$ cat src/rtl/serial_ripple_subtractor_pkg.sv
// Shared definitions for the bit-serial ripple-borrow subtractor.
// FSM state encodings and the default operand width.
// No logic here; imported by the interface and the top.
package serial_sub_pkg;

    localparam int SUB_WIDTH_DEF = 4;

    typedef enum logic [1:0] {
        ST_IDLE = 2'd0,
        ST_RUN  = 2'd1,
        ST_DONE = 2'd2
    } sub_state_e;

endpackage

$ cat src/rtl/serial_ripple_subtractor_if.sv
// Request/result bundle for serial_ripple_subtractor; ovf exists only with SERIAL_SUB_OVF_EN.
// master drives operands and start, slave (the subtractor) drives status and result.
// Start is a level request sampled only while the subtractor is idle.
interface serial_ripple_subtractor_if
    import serial_sub_pkg::*;
#(
    parameter int WIDTH = SUB_WIDTH_DEF
);
    logic             start;
    logic [WIDTH-1:0] a;
    logic [WIDTH-1:0] b;
    logic             bin;
    logic             busy;
    logic             done;
    logic [WIDTH-1:0] diff;
    logic             bout;
`ifdef SERIAL_SUB_OVF_EN
    logic             ovf;
`endif

    modport master (
        output start, a, b, bin,
`ifdef SERIAL_SUB_OVF_EN
        input  ovf,
`endif
        input  busy, done, diff, bout
    );

    modport slave (
        input  start, a, b, bin,
`ifdef SERIAL_SUB_OVF_EN
        output ovf,
`endif
        output busy, done, diff, bout
    );
endinterface

$ cat src/rtl/serial_ripple_subtractor_full_subtractor.sv
// One-bit full subtractor: d = x - y - bi, bo = borrow out.
// Latency: combinational.
// Backpressure: none.
module full_subtractor (
    input  logic x,
    input  logic y,
    input  logic bi,
    output logic d,
    output logic bo
);
    assign d  = x ^ y ^ bi;
    assign bo = (~x & y) | (~(x ^ y) & bi);
endmodule

$ cat src/rtl/serial_ripple_subtractor.sv
// Bit-serial a - b - bin, LSB first, one bit per cycle; SERIAL_SUB_OVF_EN adds signed ovf.
// Latency: start accepted at edge k, done pulses in the cycle after edge k+WIDTH.
// Backpressure: start is ignored (not queued) while busy in RUN or DONE.
module serial_ripple_subtractor
    import serial_sub_pkg::*;
#(
    parameter  int WIDTH = SUB_WIDTH_DEF,
    localparam int CNT_W = $clog2(WIDTH + 1)
) (
    input  logic                        clk,
    input  logic                        rst,
    serial_ripple_subtractor_if.slave   sub_if
);
    localparam logic [CNT_W-1:0] CNT_LAST = CNT_W'(WIDTH - 1);

    sub_state_e       state_q, state_d;
    logic [WIDTH-1:0] sa_q, sa_d;
    logic [WIDTH-1:0] sb_q, sb_d;
    logic [WIDTH-1:0] sd_q, sd_d;
    logic             br_q, br_d;
    logic [CNT_W-1:0] cnt_q, cnt_d;
    logic [WIDTH-1:0] diff_q, diff_d;
    logic             bout_q, bout_d;
    logic             ovf_q, ovf_d;
    logic             d_bit, bo_bit;

    full_subtractor u_fs (
        .x  (sa_q[0]),
        .y  (sb_q[0]),
        .bi (br_q),
        .d  (d_bit),
        .bo (bo_bit)
    );

    always_comb begin
        state_d = state_q;
        sa_d    = sa_q;
        sb_d    = sb_q;
        sd_d    = sd_q;
        br_d    = br_q;
        cnt_d   = cnt_q;
        diff_d  = diff_q;
        bout_d  = bout_q;
        ovf_d   = ovf_q;
        case (state_q)
            ST_IDLE: begin
                if (sub_if.start) begin
                    sa_d    = sub_if.a;
                    sb_d    = sub_if.b;
                    br_d    = sub_if.bin;
                    sd_d    = '0;
                    cnt_d   = '0;
                    state_d = ST_RUN;
                end
            end
            ST_RUN: begin
                sd_d  = {d_bit, sd_q[WIDTH-1:1]};
                sa_d  = sa_q >> 1;
                sb_d  = sb_q >> 1;
                br_d  = bo_bit;
                cnt_d = cnt_q + 1'b1;
                // Final step: sa_q[0]/sb_q[0] now hold the captured operand MSBs.
                if (cnt_q == CNT_LAST) begin
                    diff_d  = {d_bit, sd_q[WIDTH-1:1]};
                    bout_d  = bo_bit;
                    ovf_d   = (sa_q[0] != sb_q[0]) && (d_bit != sa_q[0]);
                    state_d = ST_DONE;
                end
            end
            ST_DONE: state_d = ST_IDLE;
            default: state_d = ST_IDLE;
        endcase
    end

    always_ff @(posedge clk or posedge rst) begin
        if (rst) begin
            state_q <= ST_IDLE;
            sa_q    <= '0;
            sb_q    <= '0;
            sd_q    <= '0;
            br_q    <= 1'b0;
            cnt_q   <= '0;
            diff_q  <= '0;
            bout_q  <= 1'b0;
            ovf_q   <= 1'b0;
        end else begin
            state_q <= state_d;
            sa_q    <= sa_d;
            sb_q    <= sb_d;
            sd_q    <= sd_d;
            br_q    <= br_d;
            cnt_q   <= cnt_d;
            diff_q  <= diff_d;
            bout_q  <= bout_d;
            ovf_q   <= ovf_d;
        end
    end

    assign sub_if.busy = (state_q != ST_IDLE);
    assign sub_if.done = (state_q == ST_DONE);
    assign sub_if.diff = diff_q;
    assign sub_if.bout = bout_q;
`ifdef SERIAL_SUB_OVF_EN
    assign sub_if.ovf  = ovf_q;
`else
    logic unused_ovf;
    assign unused_ovf = ovf_q;
`endif
endmodule

$ cat src/flat_wrapper.sv
// flat-port wrapper written by rule: the top's interface ports become plain ports
module serial_ripple_subtractor_flat import serial_sub_pkg::*;
#(
    parameter  int WIDTH = SUB_WIDTH_DEF,
    localparam int CNT_W = $clog2(WIDTH + 1)
)
  (clk, rst, sub_if_start, sub_if_a, sub_if_b, sub_if_bin, sub_if_busy, sub_if_done, sub_if_diff, sub_if_bout);
  serial_ripple_subtractor_if #(.WIDTH(WIDTH)) sub_if_i ();
  input  logic clk;
  input  logic rst;
  input wire logic [$bits(sub_if_i.start)-1:0] sub_if_start;
  input wire logic [$bits(sub_if_i.a)-1:0] sub_if_a;
  input wire logic [$bits(sub_if_i.b)-1:0] sub_if_b;
  input wire logic [$bits(sub_if_i.bin)-1:0] sub_if_bin;
  output wire logic [$bits(sub_if_i.busy)-1:0] sub_if_busy;
  output wire logic [$bits(sub_if_i.done)-1:0] sub_if_done;
  output wire logic [$bits(sub_if_i.diff)-1:0] sub_if_diff;
  output wire logic [$bits(sub_if_i.bout)-1:0] sub_if_bout;
  assign sub_if_i.start = sub_if_start;
  assign sub_if_i.a = sub_if_a;
  assign sub_if_i.b = sub_if_b;
  assign sub_if_i.bin = sub_if_bin;
  assign sub_if_busy = sub_if_i.busy;
  assign sub_if_done = sub_if_i.done;
  assign sub_if_diff = sub_if_i.diff;
  assign sub_if_bout = sub_if_i.bout;
  serial_ripple_subtractor #(.WIDTH(WIDTH)) u_core (.clk(clk), .rst(rst), .sub_if(sub_if_i));
endmodule
$ cat config.mk
export PLATFORM = sky130hd
export DESIGN_NAME = serial_ripple_subtractor_flat
export DESIGN_NICKNAME = d
export VERILOG_FILES = /design/src/rtl/serial_ripple_subtractor_pkg.sv /design/src/rtl/serial_ripple_subtractor_if.sv /design/src/rtl/serial_ripple_subtractor_full_subtractor.sv /design/src/rtl/serial_ripple_subtractor.sv /design/src/flat_wrapper.sv
export SDC_FILE = /design/constraint.sdc
export NUM_CORES = 1
export LEC_CHECK = 0
export ABC_AREA = 1
export CAP_MARGIN = 20
export CELL_PAD_IN_SITES_DETAIL_PLACEMENT = 2
export CELL_PAD_IN_SITES_GLOBAL_PLACEMENT = 2
export CORE_UTILIZATION = 27
export CTS_BUF_LIST = sky130_fd_sc_hd__clkbuf_16
export DETAILED_ROUTE_END_ITERATION = 16
export GPL_ROUTABILITY_DRIVEN = 0
export PLACE_DENSITY_LB_ADDON = 0.1
export SYNTH_ARGS = -nofsm -noshare
export SYNTH_HDL_FRONTEND = slang
export SYNTH_SLANG_ARGS = --single-unit
$ cat constraint.sdc
create_clock -name clk -period 1.05 [get_ports clk]
set_input_delay 0.2625 -clock clk [delete_from_list [all_inputs] [get_ports clk]]
set_output_delay 0.2625 -clock clk [all_outputs]
set_load 0.005 [all_outputs]
==> flow_metrics.py, run 1 <==
metrics = {
    "status": {
        "status": "finished with violations",
        "violations": "setup timing",
    },
    "timing": {
        "setup_viol_count_final": 24,
        "period_minus_slack_ps": 1261,
        "worstMarginPinSlew_ps": 280.4,
        "max_freq_ghz": 0.7931,
        "slew_headroom_pct": 81.25,
        "finClkSkew_ps": 7.138,
        "setup_ws_ps": -210.9,
        "finalMaxSlewViolations": 0,
        "holdWs_ps": 336.8,
        "rsz0062_at_grt": "true",
        "layout_worst_path_cycle_share_pct": 120.1,
        "hold_viol": 0,
    },
    "global_routing": {
        "grt_remaining_overflow": 0,
        "grt_pass1_wl_um": 5209,
        "antenna_found_initial": 0,
        "track_usage_pct": 17.04,
        "grt_pass1_vias": 1085,
        "grt_max_degree": 23,
    },
    "route": {
        "ant_nets": 0,
        "wl_um": 2905,
        "drc": 0,
        "via_per_inst": 4.442,
        "drtIter0Drc": 59,
        "wl_per_cell_um": 13.97,
        "vias": 924,
        "dr.pass1.iters": 2,
    },
    "critical_path": {
        "crit_start": "u_core.state_q[0]$_DFFE_PP0P_",
        "critPathCaptureType": "output port",
        "rr_startpoint": "u_core.state_q[0]$_DFFE_PP0P_",
        "path_cells": "buf_6, nor2_2, buf_2",
        "required_ps": 790,
        "critPathLaunchType": "register",
        "worstPathArrival_ps": 1000,
        "crit_family": "flip-flops",
        "path_class": "reg2out",
        "slowest_stage": "dfrtp_1",
        "crit_buf_inv": 2,
        "cp_max_fo": 2,
        "slowest_delay_ps": 400,
    },
    "die": {
        "coreArea_mm2": 0.003661,
        "rows": 22,
        "start_util_pct": 28.30,
        "io_pins": 19,
        "dieArea_mm2": 0.004089,
        "die_w_um": 63.95,
        "die_y_um": 63.95,
    },
    "final_layout": {
        "num_antenna_cells": 0,
        "layout-drive-gt1-share_pct": 31.87,
        "fin_nets": 177,
        "final_area_mm2": 0.001553,
        "final_util_pct": 42.41,
        "nFillCells": 415,
        "area_delta_synth_final_pct": 49.88,
    },
    "min_path": {
        "hold_class": "in2async",
    },
    "power": {
        "p_per_area_mw_per_mm2": 3056,
        "power_uw": 4744,
        "ir_worst_vdd_mv": 1.169,
        "p_leak_uw": 0.0008039,
    },
    "synthesis": {
        "synthSimpleGateAreaFrac_pct": 24.88,
        "synth_area_per_cell_um2": 8.562,
        "syn_nets": 136,
        "synthXorXnorAreaFrac_pct": 0,
        "synth_compound_area_share_pct": 8.092,
        "ys_warn_count": 0,
        "synth_top_family_by_area": "simple AND/OR/NAND/NOR gates",
        "syn_inst": 121,
        "ys_seq_area_share_pct": 53.14,
        "netlist_area_mm2": 0.001036,
        "synth_fa_ha_area_share_pct": 4.348,
        "ys_ff_latch": 22,
        "synth_cell_types": 17,
        "synthMuxAreaShare_pct": 0,
    },
    "placement": {
        "pre_cts_slack_ps": -417.1,
        "place_hpwl_um": 2027,
        "portBuffers": 18,
        "place_area_mm2": 0.001390,
    },
    "clock_network": {
        "cts_buffers": 3,
        "cts_hold_buf": 0,
        "insertion_delay_ps": 250,
        "cts_tree": "built",
        "htreeDepth": 1,
        "clk_pin_slew_worst_paths_ps": 60,
        "clock-root-buffer": "clkbuf_16",
        "cts.sinks": 22,
        "cts.path.max_buffers": 2,
    },
    "flow_run": {
        "cap_violations": 0,
    },
}
[timing repair]
action | in CTS | in global routing
gates resized for setup | 43 | 2
gates cloned | 1 | 0
pin swaps | 4 | 0
endpoints found under the setup margin | 29 | 24
setup buffers | 7 | 0
[per-stage QoR]
step                      TNS [ps]  instances
after floorplan             -81.96        121
after global placement       -5065        197
after detailed placement     -6657        197
after CTS                    -3450        208
after global routing         -4885        208
final                        -3260        208
[path summary, 6_finish.rpt]
check,cells after the start,endpoint,slack (ps)
setup / recovery,3,sub_if_done,-210
max in group asynchronous,3,u_core.state_q[1]$_DFFE_PP0P_,550
hold reg to reg,2,u_core.cnt_q[1]$_DFFE_PP0P_,480
min in group clk,2,u_core.cnt_q[1]$_DFFE_PP0P_,480
setup reg to reg,7,u_core.br_q$_DFFE_PP0P_,-190
hold / removal,3,u_core.sa_q[2]$_DFFE_PP0P_,340
[tightest hold or removal path, stage by stage]
cell and delay (ps):
clkdlybuf4s50_1 400, inv_1 90, buf_12 180
[Yosys cell counts]
master   count  area (um2)
nor2_1       4       15.01
nand2_1     42       157.7
nand2_4      2       22.52
inv_2        3       11.26
inv_1       19       71.32
ha_1         2       25.02
dfrtp_1     22       550.5
nand2_2      1       6.260
o21ai_2      4       35.03
fa_1         1       20.02
a21oi_2      1       8.760
buf_6        1       11.26
o21ai_1      7       35.03
nand3_1      9       45.04
buf_2        1       5.000
nor2_4       1       11.26
a21oi_1      1       5.000
[report_power, final]
part / internal, uW / switching (uW)
clock network: 502 / 288
logic: 1200 / 1330
registers: 1230 / 198
[cell families (layout without fill, tap and decap cells)]
kind of cell,Yosys count,after routing
AOI/OAI and AO/OA,13,13
adders and majority gates,3,3
and+or+nand+nor,59,60
DFF,22,22
buffers and inverters,24,62
[flip-flops by register name (all words and copies together) (netlist names)]
signal	flops
u_core.cnt_q	3
u_core.state_q	2
u_core.sub_if.diff	4
u_core.sa_q	4
u_core.sub_if.bout	1
u_core.br_q	1
u_core.sd_q	3
u_core.sb_q	4
[layout make-up]
class	instances	area (um2)	share of cell area (%)
Sequential cell	22	551.8	35.54
Multi-Input combinational cell	76	449.2	28.93
Timing Repair Buffer	37	331.6	21.35
Inverter	22	85.08	5.479
Clock buffer	3	75.07	4.835
Tap cell	48	60.06	3.868
[layout by cell type (no fill, tap or decap)]
master / synthesis / layout
a21oi_1: 1 / 1
nor2_2: 0 / 3
inv_1: 19 / 18
clkdlybuf4s50_1: 0 / 11
inv_4: 0 / 1
buf_4: 0 / 12
buf_12: 0 / 2
buf_6: 1 / 5
clkbuf_16: 0 / 3
nor2_4: 1 / 2
inv_2: 3 / 3
dfrtp_1: 22 / 21
nand2_4: 2 / 4
nand3_1: 9 / 9
nand2_8: 0 / 1
fa_1: 1 / 1
ha_4: 0 / 1
ha_2: 0 / 1
o21ai_1: 7 / 7
o21ai_2: 4 / 4
a21oi_2: 1 / 1
buf_2: 1 / 7
nand2_1: 42 / 41
dfrtp_2: 0 / 1
[metal layers]
| metal | up-vias | part of all wire [%] | GRT usage [%] | routed length [um] |
|---|---|---|---|---|
| li1 | 448 | - | - | - |
| met4 | 0 | 0.62 | 2.557 | 18 |
| met3 | 2 | 2.9 | 4.286 | 83 |
| met1 | 461 | 40 | 18.24 | 1156 |
| met5 | - | 0 | 0 | 0 |
| met2 | 13 | 57 | 33.51 | 1646 |
Note: power is estimated with default switching activity, not from simulation.
==> inputs of run 2 (changes only) <==
REMOVE_ABC_BUFFERS = 1   (was default)
==> run 2 against run 1 <==
The flow still finishes with violations (setup timing). Via count rose by 5.3%. Power rose by 25%. Non-clock buffer count grew 11.
==> flow_metrics.py, run 2 (synthesized netlist as in run 1, its figures left out) <==
metrics = {
    "status": {
        "status": "finished with violations",
        "violations": "setup timing",
    },
    "timing": {
        "finalMaxSlewViolations": 0,
        "max_freq_ghz": 0.7415,
        "hold_viol": 0,
        "worstMarginPinSlew_ps": 272.9,
        "finClkSkew_ps": 1.399,
        "fin_setup_tns_ps": -4201,
        "rsz0062_at_grt": "true",
        "setup_viol_count_final": 24,
        "slew_headroom_pct": 81.81,
        "period_minus_slack_ps": 1349,
        "setup_ws_ps": -298.6,
        "layout_worst_path_cycle_share_pct": 128.4,
    },
    "critical_path": {
        "required_ps": 790,
        "critPathCaptureType": "output port",
        "path_class": "reg2out",
        "cp_max_fo": 2,
        "slowest_delay_ps": 410,
        "worstPathArrival_ps": 1090,
        "crit_buf_inv": 3,
        "path_cells": "buf_6, inv_4, nor2_1, buf_2",
        "crit_family": "flip-flops",
        "slowest_stage": "dfrtp_1",
        "critPathLaunchType": "register",
    },
    "min_path": {
        "hold_class": "in2async",
    },
    "global_routing": {
        "grt_remaining_overflow": 0,
        "grt_pass1_wl_um": 5099,
        "grt_pass1_vias": 1072,
        "track_usage_pct": 16.83,
        "antenna_found_initial": 0,
        "grt_max_degree": 23,
    },
    "route": {
        "ant_nets": 0,
        "drtIter0Drc": 26,
        "wl_per_cell_um": 17.15,
        "drc": 0,
        "via_per_inst": 4.423,
        "wl_um": 3774,
        "dr.pass1.iters": 3,
        "vias": 973,
    },
    "power": {
        "ir_worst_vdd_mv": 1.020,
        "p_per_area_mw_per_mm2": 3316,
        "p_leak_uw": 0.0009082,
    },
    "final_layout": {
        "seqCellArea_um2": 550.5,
        "area_delta_synth_final_pct": 72.10,
        "final_util_pct": 48.70,
        "instances_no_fill": 220,
        "num_antenna_cells": 0,
        "multiInputGateArea_um2": 568.0,
        "layout-drive-gt1-share_pct": 51.74,
        "fin_nets": 188,
        "layout_commonest_cell": "nand2_1",
        "layout_common_cells": "nand2_1 (23), dfrtp_1 (22), inv_1 (19)",
        "nFillCells": 394,
    },
    "clock_network": {
        "cts_hold_buf": 0,
        "insertion_delay_ps": 250,
        "clk_pin_slew_worst_paths_ps": 60,
        "cts.path.max_buffers": 2,
        "clock-root-buffer": "clkbuf_16",
        "cts.sinks": 22,
        "htreeDepth": 1,
        "cts_buffers": 3,
        "cts_tree": "built",
    },
    "die": {
        "die_y_um": 63.95,
        "die_w_um": 63.95,
        "dieArea_mm2": 0.004089,
        "start_util_pct": 28.30,
        "io_pins": 19,
        "rows": 22,
        "coreArea_mm2": 0.003661,
    },
    "placement": {
        "dp_cells": 200,
        "pre_cts_slack_ps": -377.8,
        "place_hpwl_um": 1938,
        "portBuffers": 18,
    },
    "flow_run": {
        "cap_violations": 0,
    },
}
[run 2: final cells by class]
class / count / area share [%]
clock buffers: 3 / 4.211
clock inverters: 1 / 0.2105
inverters: 22 / 4.912
multi-input cells: 76 / 31.86
flip-flops and latches: 22 / 30.88
well taps: 48 / 3.368
repair buffers: 48 / 24.56
[run 2: metrics by stage]
stage	hold WS, ps	cell area, um2	power, uW
floorplan	251.7	1020	2609
global placement	464.1	1385	3552
detailed placement	473.0	1385	3670
CTS	344.5	1568	4945
global route	357.1	1783	6286
finish	336.1	1783	5913
[run 2: worst paths after layout]
kind,startpoint,slack [ps],cells after the start,to
max in group asynchronous,rst,570,3,u_core.sb_q[1]$_DFFE_PP0P_
max reg2reg,u_core.state_q[1]$_DFFE_PP0P_,-200,8,u_core.br_q$_DFFE_PP0P_
min,rst,340,3,u_core.cnt_q[1]$_DFFE_PP0P_
min in group clk,u_core.sb_q[1]$_DFFE_PP0P_,480,2,u_core.sb_q[1]$_DFFE_PP0P_
max,u_core.state_q[1]$_DFFE_PP0P_,-300,4,sub_if_done
min reg2reg,u_core.sb_q[1]$_DFFE_PP0P_,480,2,u_core.sb_q[1]$_DFFE_PP0P_
[run 2: metal layers]
metal	GRT usage [%]	part of all wire (%)	wire, um
met1	17.87	41	1531
met2	33.64	57	2147
met3	1.607	1.6	61
met4	5.966	0.90	34
met5	0	0	0
[run 2: repair_timing]
item,CTS,global route
setup endpoints to repair,29,25
gates resized for setup,47,43
pin swaps,8,15
cloned,1,0
hold endpoints to repair,0,0
setup buffers,8,8
[run 2: power breakdown]
part / switching, uW / internal, uW / leakage, uW / total [uW]
Clock: 326 / 509 / 0.0000385 / 835
Combinational: 1850 / 1750 / 0.000594 / 3600
Sequential: 251 / 1230 / 0.000276 / 1480
[run 2: worst register-to-register path, cell delays in order, from the launching register on]
cell and delay [ps]:
dfrtp_1 420, buf_6 140, inv_4 50, buf_6 130
nand2_4 80, nand2_4 100, buf_6 130, nand3_4 70
nand2_2 70
